File: src/rtl/tow_pkg.sv
// tow_pkg: shared tug-of-war types and default constants.
package tow_pkg;
    localparam int SCORE_W_DEF     = 3;
    localparam int WIN_SCORE_DEF   = 7;
    localparam int HOLD_CYCLES_DEF = 4;
    typedef logic [SCORE_W_DEF-1:0] score_t;
    typedef enum logic [1:0] {SERVE, PLAY, HOLD, DONE} state_t;
endpackage

File: src/rtl/match_controller_if.sv
// match_controller_if: match controller inputs and scoreboard/light-chain outputs.
interface match_controller_if #(parameter int SCORE_W = 3) ();
    logic               start, winL, winR;
    logic               round_reset, play_en, point_pulse, match_over, winner_left;
    logic [SCORE_W-1:0] scoreL, scoreR;
    modport slave  (input  start, winL, winR,
                    output round_reset, play_en, point_pulse, match_over, winner_left, scoreL, scoreR);
    modport master (output start, winL, winR,
                    input  round_reset, play_en, point_pulse, match_over, winner_left, scoreL, scoreR);
endinterface

File: src/rtl/hold_timer.sv
// hold_timer: loadable down-counter that stops at zero.
module hold_timer #(
    parameter int W = 3
) (
    input  logic         Clock,
    input  logic         Reset,
    input  logic         load,
    input  logic         en,
    input  logic [W-1:0] load_val,
    output logic         zero
);
    logic [W-1:0] cnt;
    always_ff @(posedge Clock or negedge Reset) begin
        if (!Reset) cnt <= '0;
        else if (load) cnt <= load_val;
        else if (en && cnt != '0) cnt <= cnt - W'(1);
    end
    assign zero = cnt == '0;
endmodule

File: src/rtl/match_controller.sv
// match_controller: tug-of-war point scoring, post-point freeze and match end sequencing.
module match_controller import tow_pkg::*; #(
    parameter int SCORE_W     = SCORE_W_DEF,
    parameter int WIN_SCORE   = WIN_SCORE_DEF,
    parameter int HOLD_CYCLES = HOLD_CYCLES_DEF,
    parameter int HOLD_W      = 3
) (
    input logic               Clock,
    input logic               Reset,
    match_controller_if.slave bus
);
    state_t             state, state_n;
    logic [SCORE_W-1:0] inc_l, inc_r;
    logic               hit_l, hit_r, win, load, zero;
    assign inc_l = bus.scoreL + SCORE_W'(1);
    assign inc_r = bus.scoreR + SCORE_W'(1);
    // Simultaneous wins cancel each other out.
    assign hit_l = state == PLAY && bus.winL && !bus.winR;
    assign hit_r = state == PLAY && bus.winR && !bus.winL;
    assign win   = hit_l ? inc_l == SCORE_W'(WIN_SCORE) : inc_r == SCORE_W'(WIN_SCORE);
    always_comb begin
        state_n = state;
        load    = 1'b0;
        case (state)
            SERVE: state_n = PLAY;
            PLAY: if (hit_l || hit_r) begin
                state_n = win ? DONE : HOLD;
                load    = !win;
            end
            HOLD: state_n = zero ? SERVE : HOLD;
            DONE: state_n = DONE;
        endcase
        if (bus.start) state_n = SERVE;
    end
    always_ff @(posedge Clock or negedge Reset) begin
        if (!Reset) begin
            state           <= SERVE;
            bus.scoreL      <= '0;
            bus.scoreR      <= '0;
            bus.point_pulse <= 1'b0;
            bus.winner_left <= 1'b0;
        end else if (bus.start) begin
            state           <= SERVE;
            bus.scoreL      <= '0;
            bus.scoreR      <= '0;
            bus.point_pulse <= 1'b0;
            bus.winner_left <= 1'b0;
        end else begin
            state           <= state_n;
            bus.point_pulse <= hit_l || hit_r;
            if (hit_l) bus.scoreL <= inc_l;
            if (hit_r) bus.scoreR <= inc_r;
            if ((hit_l || hit_r) && win) bus.winner_left <= hit_l;
        end
    end
    hold_timer #(.W(HOLD_W)) u_hold (
        .Clock    (Clock),
        .Reset    (Reset),
        .load     (load),
        .en       (state == HOLD),
        .load_val (HOLD_W'(HOLD_CYCLES - 1)),
        .zero     (zero)
    );
    assign bus.round_reset = state == SERVE;
    assign bus.play_en     = state == PLAY;
    assign bus.match_over  = state == DONE;
endmodule
File: src/flat_wrapper.sv
// flat-port wrapper written by rule: the top's interface ports become plain ports
module match_controller_flat import tow_pkg::*;
#(
    parameter int SCORE_W     = SCORE_W_DEF,
    parameter int WIN_SCORE   = WIN_SCORE_DEF,
    parameter int HOLD_CYCLES = HOLD_CYCLES_DEF,
    parameter int HOLD_W      = 3
)
  (Clock, Reset, bus_start, bus_winL, bus_winR, bus_round_reset, bus_play_en, bus_point_pulse, bus_match_over, bus_winner_left, bus_scoreL, bus_scoreR);
  match_controller_if #(.SCORE_W(SCORE_W)) bus_i ();
  input logic Clock;
  input logic Reset;
  input wire logic [$bits(bus_i.start)-1:0] bus_start;
  input wire logic [$bits(bus_i.winL)-1:0] bus_winL;
  input wire logic [$bits(bus_i.winR)-1:0] bus_winR;
  output wire logic [$bits(bus_i.round_reset)-1:0] bus_round_reset;
  output wire logic [$bits(bus_i.play_en)-1:0] bus_play_en;
  output wire logic [$bits(bus_i.point_pulse)-1:0] bus_point_pulse;
  output wire logic [$bits(bus_i.match_over)-1:0] bus_match_over;
  output wire logic [$bits(bus_i.winner_left)-1:0] bus_winner_left;
  output wire logic [$bits(bus_i.scoreL)-1:0] bus_scoreL;
  output wire logic [$bits(bus_i.scoreR)-1:0] bus_scoreR;
  assign bus_i.start = bus_start;
  assign bus_i.winL = bus_winL;
  assign bus_i.winR = bus_winR;
  assign bus_round_reset = bus_i.round_reset;
  assign bus_play_en = bus_i.play_en;
  assign bus_point_pulse = bus_i.point_pulse;
  assign bus_match_over = bus_i.match_over;
  assign bus_winner_left = bus_i.winner_left;
  assign bus_scoreL = bus_i.scoreL;
  assign bus_scoreR = bus_i.scoreR;
  match_controller #(.SCORE_W(SCORE_W), .WIN_SCORE(WIN_SCORE), .HOLD_CYCLES(HOLD_CYCLES), .HOLD_W(HOLD_W)) u_core (.Clock(Clock), .Reset(Reset), .bus(bus_i));
endmodule
File: config.mk
export PLATFORM = sky130hd
export DESIGN_NAME = match_controller_flat
export DESIGN_NICKNAME = d
export VERILOG_FILES = /design/src/rtl/tow_pkg.sv /design/src/rtl/match_controller_if.sv /design/src/rtl/hold_timer.sv /design/src/rtl/match_controller.sv /design/src/flat_wrapper.sv
export SDC_FILE = /design/constraint.sdc
export NUM_CORES = 1
export LEC_CHECK = 0
export BUFFER_PORTS_ARGS = -buffer_cell sky130_fd_sc_hd__buf_4
export CORE_MARGIN = 1.5
export CORE_UTILIZATION = 46
export CTS_CLUSTER_SIZE = 40
export DETAILED_ROUTE_END_ITERATION = 16
export GPL_ROUTABILITY_DRIVEN = 0
export MAX_ROUTING_LAYER = met4
export PLACE_DENSITY = 0.72
export SETUP_SLACK_MARGIN = 0.02
export SLEW_MARGIN = 20
export SYNTH_ARGS = -nofsm -noshare
export SYNTH_HDL_FRONTEND = slang
export SYNTH_HIERARCHICAL = 1
export SYNTH_SLANG_ARGS = --single-unit
File: constraint.sdc
create_clock -name Clock -period 2.1 [get_ports Clock]
set_input_delay 0.105 -clock Clock [delete_from_list [all_inputs] [get_ports Clock]]
set_output_delay 0.105 -clock Clock [all_outputs]
set_load 0.02 [all_outputs]
==> After elaboration in Yosys (flattened, before gate mapping) <==
Cells that the tools add are included.
W data, S select, Z words.
{ "totals": {"out_inout_bits": 11, "reg_bits": 13, "in_bits": 5} }
{ "op_classes": {"mux": 17, "add_sub_neg": 3, "reduce_logical": 17, "n_eq_ne": 6} }
{ "ops": {"columns": ["op", "count"], "rows": [
  ["$mux W3", 6],
  ["$pmux W2 S4", 1],
  ["$reduce_bool A2 Y1", 4],
  ["$mux W1", 7],
  ["$add A3 B1 Y3 const B", 2],
  ["$eq A3 B3 Y1 const B", 2],
  ["$logic_and A1 B1 Y1", 6],
  ["$mux W2", 3],
  ["$eq A2 B2 Y1 const B", 2],
  ["$logic_not A1 Y1", 3],
  ["$logic_not A3 Y1", 1],
  ["$ne A3 B2 Y1 const B", 1],
  ["$reduce_bool A3 Y1", 1],
  ["$sub A3 B1 Y3 const B", 1],
  ["$eq A2 B1 Y1 const B", 1],
  ["$logic_not A2 Y1", 1],
  ["$logic_or A1 B1 Y1", 1]
]} }

==> Depth between registers and ports, before layout <==
{ "logic_depth": {"depth_word": 8, "ltp_mapped": 6, "mapped_depth_nobuf": 6} }

==> Cells and area by module <==
Netlist, hierarchy kept.
{ "by_module_without_submodules": {"columns": ["module", "instances", "area_per_inst_um2", "cells_per_inst", "seq_area_each_um2"], "rows": [
  ["match_controller", 1, 548.0, 56, 250.2],
  ["hold_timer", 1, 190.2, 19, 75.1]
]} }

==> Worst setup path before layout <==
No wires, ideal clock.
{ "synth_path": {"path_kind": "register to register", "startpoint": "register u_core.bus.scoreL[0]", "endpoint": "register u_core.u_hold.cnt[1]", "required_ps": 1996, "period_less_slack_ps": 2065, "setup_time_ps": 104, "arrival_time_ps": 1961, "setup_slack_ps": 35, "path_stages_with_launch": 7, "cell_sequence": "dfrtp_1 > ha_1 > xnor2_1 > nor3b_1 > o22ai_1 > or4b_1 > o311ai_1"} }
{ "synth_between": {"elab_chain_cells": 7} }
{ "synth_rtl": {"columns": ["element", "line", "text"], "rows": [
  ["from (decl)", "match_controller_if.sv:7", "output round_reset, play_en, point_pulse, match_over, winner_left, scoreL, scoreR);"],
  ["from (signal assigned)", "match_controller.sv:51", "if (hit_l) bus.scoreL <= inc_l;"],
  ["$add A3 B1 Y3 (*)", "match_controller.sv:15", "assign inc_l = bus.scoreL + SCORE_W'(1);"],
  ["$eq A3 B3 Y1 (*)", "match_controller.sv:20", "assign win = hit_l ? inc_l == SCORE_W'(WIN_SCORE) : inc_r == SCORE_W'(WIN_SCORE);"],
  ["$mux W1 (*)", "match_controller.sv:20", null],
  ["$logic_not A1 Y1 (*)", "match_controller.sv:28", "load = !win;"],
  ["$mux W1 (*)", "match_controller.sv:26", "PLAY: if (hit_l || hit_r) begin"],
  ["$mux W1 (*)", "match_controller.sv:24", "case (state)"],
  ["via u_core.load", "match_controller.sv:14", "logic hit_l, hit_r, win, load, zero;"],
  ["$mux W3 or $reduce_bool A2 Y1 (tied branches)", null, null],
  ["to (signal assigned)", "hold_timer.sv:15", "else if (load) cnt <= load_val;"],
  ["to (signal assigned)", "hold_timer.sv:16", "else if (en && cnt != '0) cnt <= cnt - W'(1);"],
  ["to (decl)", "hold_timer.sv:12", "logic [W-1:0] cnt;"]
]} }
Mark *: on every way through the listed nets, which the timed path passes. The rest lies on a longest branch.
A chain may end at the register's enable or synchronous reset.

==> Worst setup path after layout <==
{ "layout_path": {"startpoint": "register u_core.bus.scoreR[0]", "endpoint": "register u_core.u_hold.cnt[0]"} }
{ "layout_between": {"elab_chain_cells": 7} }
{ "layout_rtl": {"columns": ["element", "line", "text"], "rows": [
  ["from (decl)", "match_controller_if.sv:7", null],
  ["from (signal assigned)", "match_controller.sv:52", "if (hit_r) bus.scoreR <= inc_r;"],
  ["$add A3 B1 Y3 (*)", "match_controller.sv:16", "assign inc_r = bus.scoreR + SCORE_W'(1);"],
  ["$eq A3 B3 Y1 (*)", "match_controller.sv:20", null],
  ["$mux W1 (*)", "match_controller.sv:20", null],
  ["$logic_not A1 Y1 (*)", "match_controller.sv:28", null],
  ["$mux W1 (*)", "match_controller.sv:26", null],
  ["$mux W1 (*)", "match_controller.sv:24", null],
  ["via u_core.load", "match_controller.sv:14", null],
  ["$mux W3 or $reduce_bool A2 Y1 (tied branches)", null, null]
]} }
Marked as above.

==> run summary <==
fin crit period = 1.918 ns
R2R setup slack = 0.18 ns
highest clock rate = 0.5215 GHz
Warnings, synthesis = 6
Die Area = 1854 um2
Filler cells = 122
nets = 107
crit-path max FO = 9
Die W = 43.06 um
ANT nets after route = 0
wire length per cell = 12.27 um
Root Driver = clkbuf_4
top cells by area, synth = dfrtp_1 (44%), ha_1 (6.8%), or4b_1 (4.1%)
EDFF count, synth = 0
FFs w/ async S/R, synth = 100.0%
Area after DPL = 890.9 um2
I/O pins = 16
Reg clk slew, reported paths = 0.08 ns
area share of the largest cell type after synthesis = 44.07%
vias = 585
Pleak = 0.4526 nW
Row Count = 14
Antenna Cells = 0
share of cells above drive strength 1 = 26.80%
vias in the first global route = 544
largest net degree at the start of global routing = 14
Core ar. = 1506 um2
first-pass GRT wire length = 2.346 mm
final-report hold violation count = 0
Setup CP Type = reg -> reg
crit path capture type = flip-flop
Overflow after GRT = 0
status = finished, final reports clean
routed wire length = 1.387 mm
peak supply drop = 0.4661 mV
setup_tns = 0 ns
CP required = 2.29 ns
Max clock buf depth = 2
Num CTS Buffers = 3
worst hold path class = in -> reg
Critical Path End = u_core/u_hold/cnt[0]
DIE HEIGHT = 43.06 um
initial antenna violation count = 0
synthesized flop and latch total = 13
Most used DFF post-synth = dfrtp_1
post-DP HPWL = 1.037 mm
Cells after Synth = 75
pre-CTS setup slack = 0.06197 ns
Post-Synthesis Cell Area = 738.2 um2
Crit. Startpoint = u_core/bus.scoreR[0]
worst reg2reg path depth = 6
Sink Count = 13
PwrDens = 702.9 nW/um2
port bufs = 15
Post-CTS Setup Bufs = 0
most common cell after layout, fill and taps aside = buf_4
initial DRC count = 6
cell area after layout = 943.4 um2
dominant cell type by area after synthesis = dfrtp_1
overall routing resource usage = 17.78%
Synth cell types = 27
Final WS setup = 0.1825 ns
Synth-to-Final Area Change = 27.80%
CTS tree = yes
hold path depth = 2
fin crit share = 91.31%
worst skew pair latency = 0.27 ns
end of the worst register-to-register path = u_core/u_hold/cnt[0]
H-tree levels = 1
Worst Setup Start Kind = flip-flop
Initial Util = 49.00%
fin util = 62.62%
MaxCap Viol Count = 0
syn_area_per_cell = 9.843 um2
Clock Skews = 0.002699 ns
RR Startpoint = u_core/bus.scoreR[0]
post-synthesis sequential area ratio = 44.07%
setup violators final = 0
RSZ-0062 raised after global routing = no
critical path arrival = 2.11 ns
drt first pass iters = 4
vias per cell = 5.177
commonest non-fill, non-tap cells in the layout = buf_4 (19), dfrtp_1 (13), nor2_1 (7), inv_1 (6)
drc violations = 0
Final Max Slew Viols = 0
per-stage QoR:
stage / instances / power, mW / hold WS (ns)
global placement: 108 / 0.4999 / -0.04230
detailed placement: 108 / 0.5138 / -0.04204
finish: 113 / 0.6631 / 0.07486
floorplan: 76 / 0.4442 / -0.1906
global route: 113 / 0.7160 / 0.07048
CTS: 113 / 0.6710 / 0.06944
kinds of logic (layout without fill, tap and decap cells):
| kind of cell | Yosys count | count (layout) | synth area share, % |
|---|---|---|---|
| AND/OR/NAND/NOR | 27 | 27 | 22.88 |
| AO/OA/AOI/OAI | 13 | 13 | 11.70 |
| flip-flops | 13 | 13 | 44.07 |
| buffers and inverters | 9 | 30 | 4.915 |
| XOR/XNOR | 5 | 5 | 5.933 |
| adder cells (fa/ha/maj) | 4 | 4 | 6.780 |
| other | 2 | 3 | 1.017 |
| multiplexers | 2 | 2 | 2.712 |
how the worst min path moves through the flow:
stage | startpoint | end | slack (ns)
after floorplan | Reset | u_core/bus.point_pulse | -0.19
after global placement | Reset | u_core/bus.scoreR[2] | -0.04
after detailed placement | Reset | u_core/bus.scoreR[2] | -0.04
after CTS | bus_start | u_core/state[1] | 0.07
after global routing | bus_start | u_core/bus.scoreR[2] | 0.07
final | bus_start | u_core/bus.scoreR[2] | 0.07
worst max-delay path: stages, from the launching register on:
cell	delay, ns
dfrtp_1	0.39
ha_1	0.22
xnor2_1	0.16
nor3b_2	0.23
o22ai_2	0.17
or4b_1	0.55
o211ai_1	0.11
cells in the mapped netlist (2+ instances only):
| cell type | n |
|---|---|
| xor2_1 | 3 |
| inv_1 | 6 |
| nor2b_1 | 2 |
| buf_2 | 2 |
| nand4bb_1 | 2 |
| nand2b_1 | 2 |
| conb_1 | 2 |
| mux2i_1 | 2 |
| nor2_1 | 7 |
| nand2_1 | 4 |
| dfrtp_1 | 13 |
| o21ai_0 | 3 |
| or4b_1 | 3 |
| a21oi_1 | 4 |
| ha_1 | 4 |
| o311ai_1 | 2 |
| xnor2_1 | 2 |
| or3_1 | 2 |
| nor3b_1 | 2 |
registers in the layout, indices dropped and copies added (netlist names):
name and flops:
u_core/bus.winner_left 1, u_core/state 2, u_core/u_hold/cnt 3, u_core/bus.scoreR 3, u_core/bus.point_pulse 1, u_core/bus.scoreL 3
power by group:
part | total [mW] | switching (mW) | leakage, nW | internal (mW)
Clock | 0.154 | 0.0801 | 0.0150 | 0.0735
Combinational | 0.197 | 0.106 | 0.264 | 0.0916
Sequential | 0.312 | 0.0254 | 0.173 | 0.287
Total | 0.663 | 0.211 | 0.453 | 0.452
final cells by class:
class                   count  area, um2  area share, %
clock buffers               4      26.28          2.785
inverters                   6      22.52          2.387
multi-input cells          54      396.6          42.04
flip-flops and latches     13      325.3          34.48
well taps                  16      20.02          2.122
repair buffers             20      152.6          16.18
layer usage:
layer  global-route usage (%)  share of wire [%]  vias to the layer above  wire length (um)
met1                    22.34                 48                      264               660
met2                    27.88                 46                       19               641
met3                    3.830                5.3                        2                73
met5                        -                  0                        -                 0
li1                         -                  -                      300                 -
met4                    7.273               0.87                        0                12
timing repair:
action,4_1_cts,5_1_grt
hold buffers,1,0
endpoints found under the setup margin,0,3
endpoints found under the hold margin,13,0
resized for setup,0,3
Note: power is estimated with default switching activity, not from simulation.
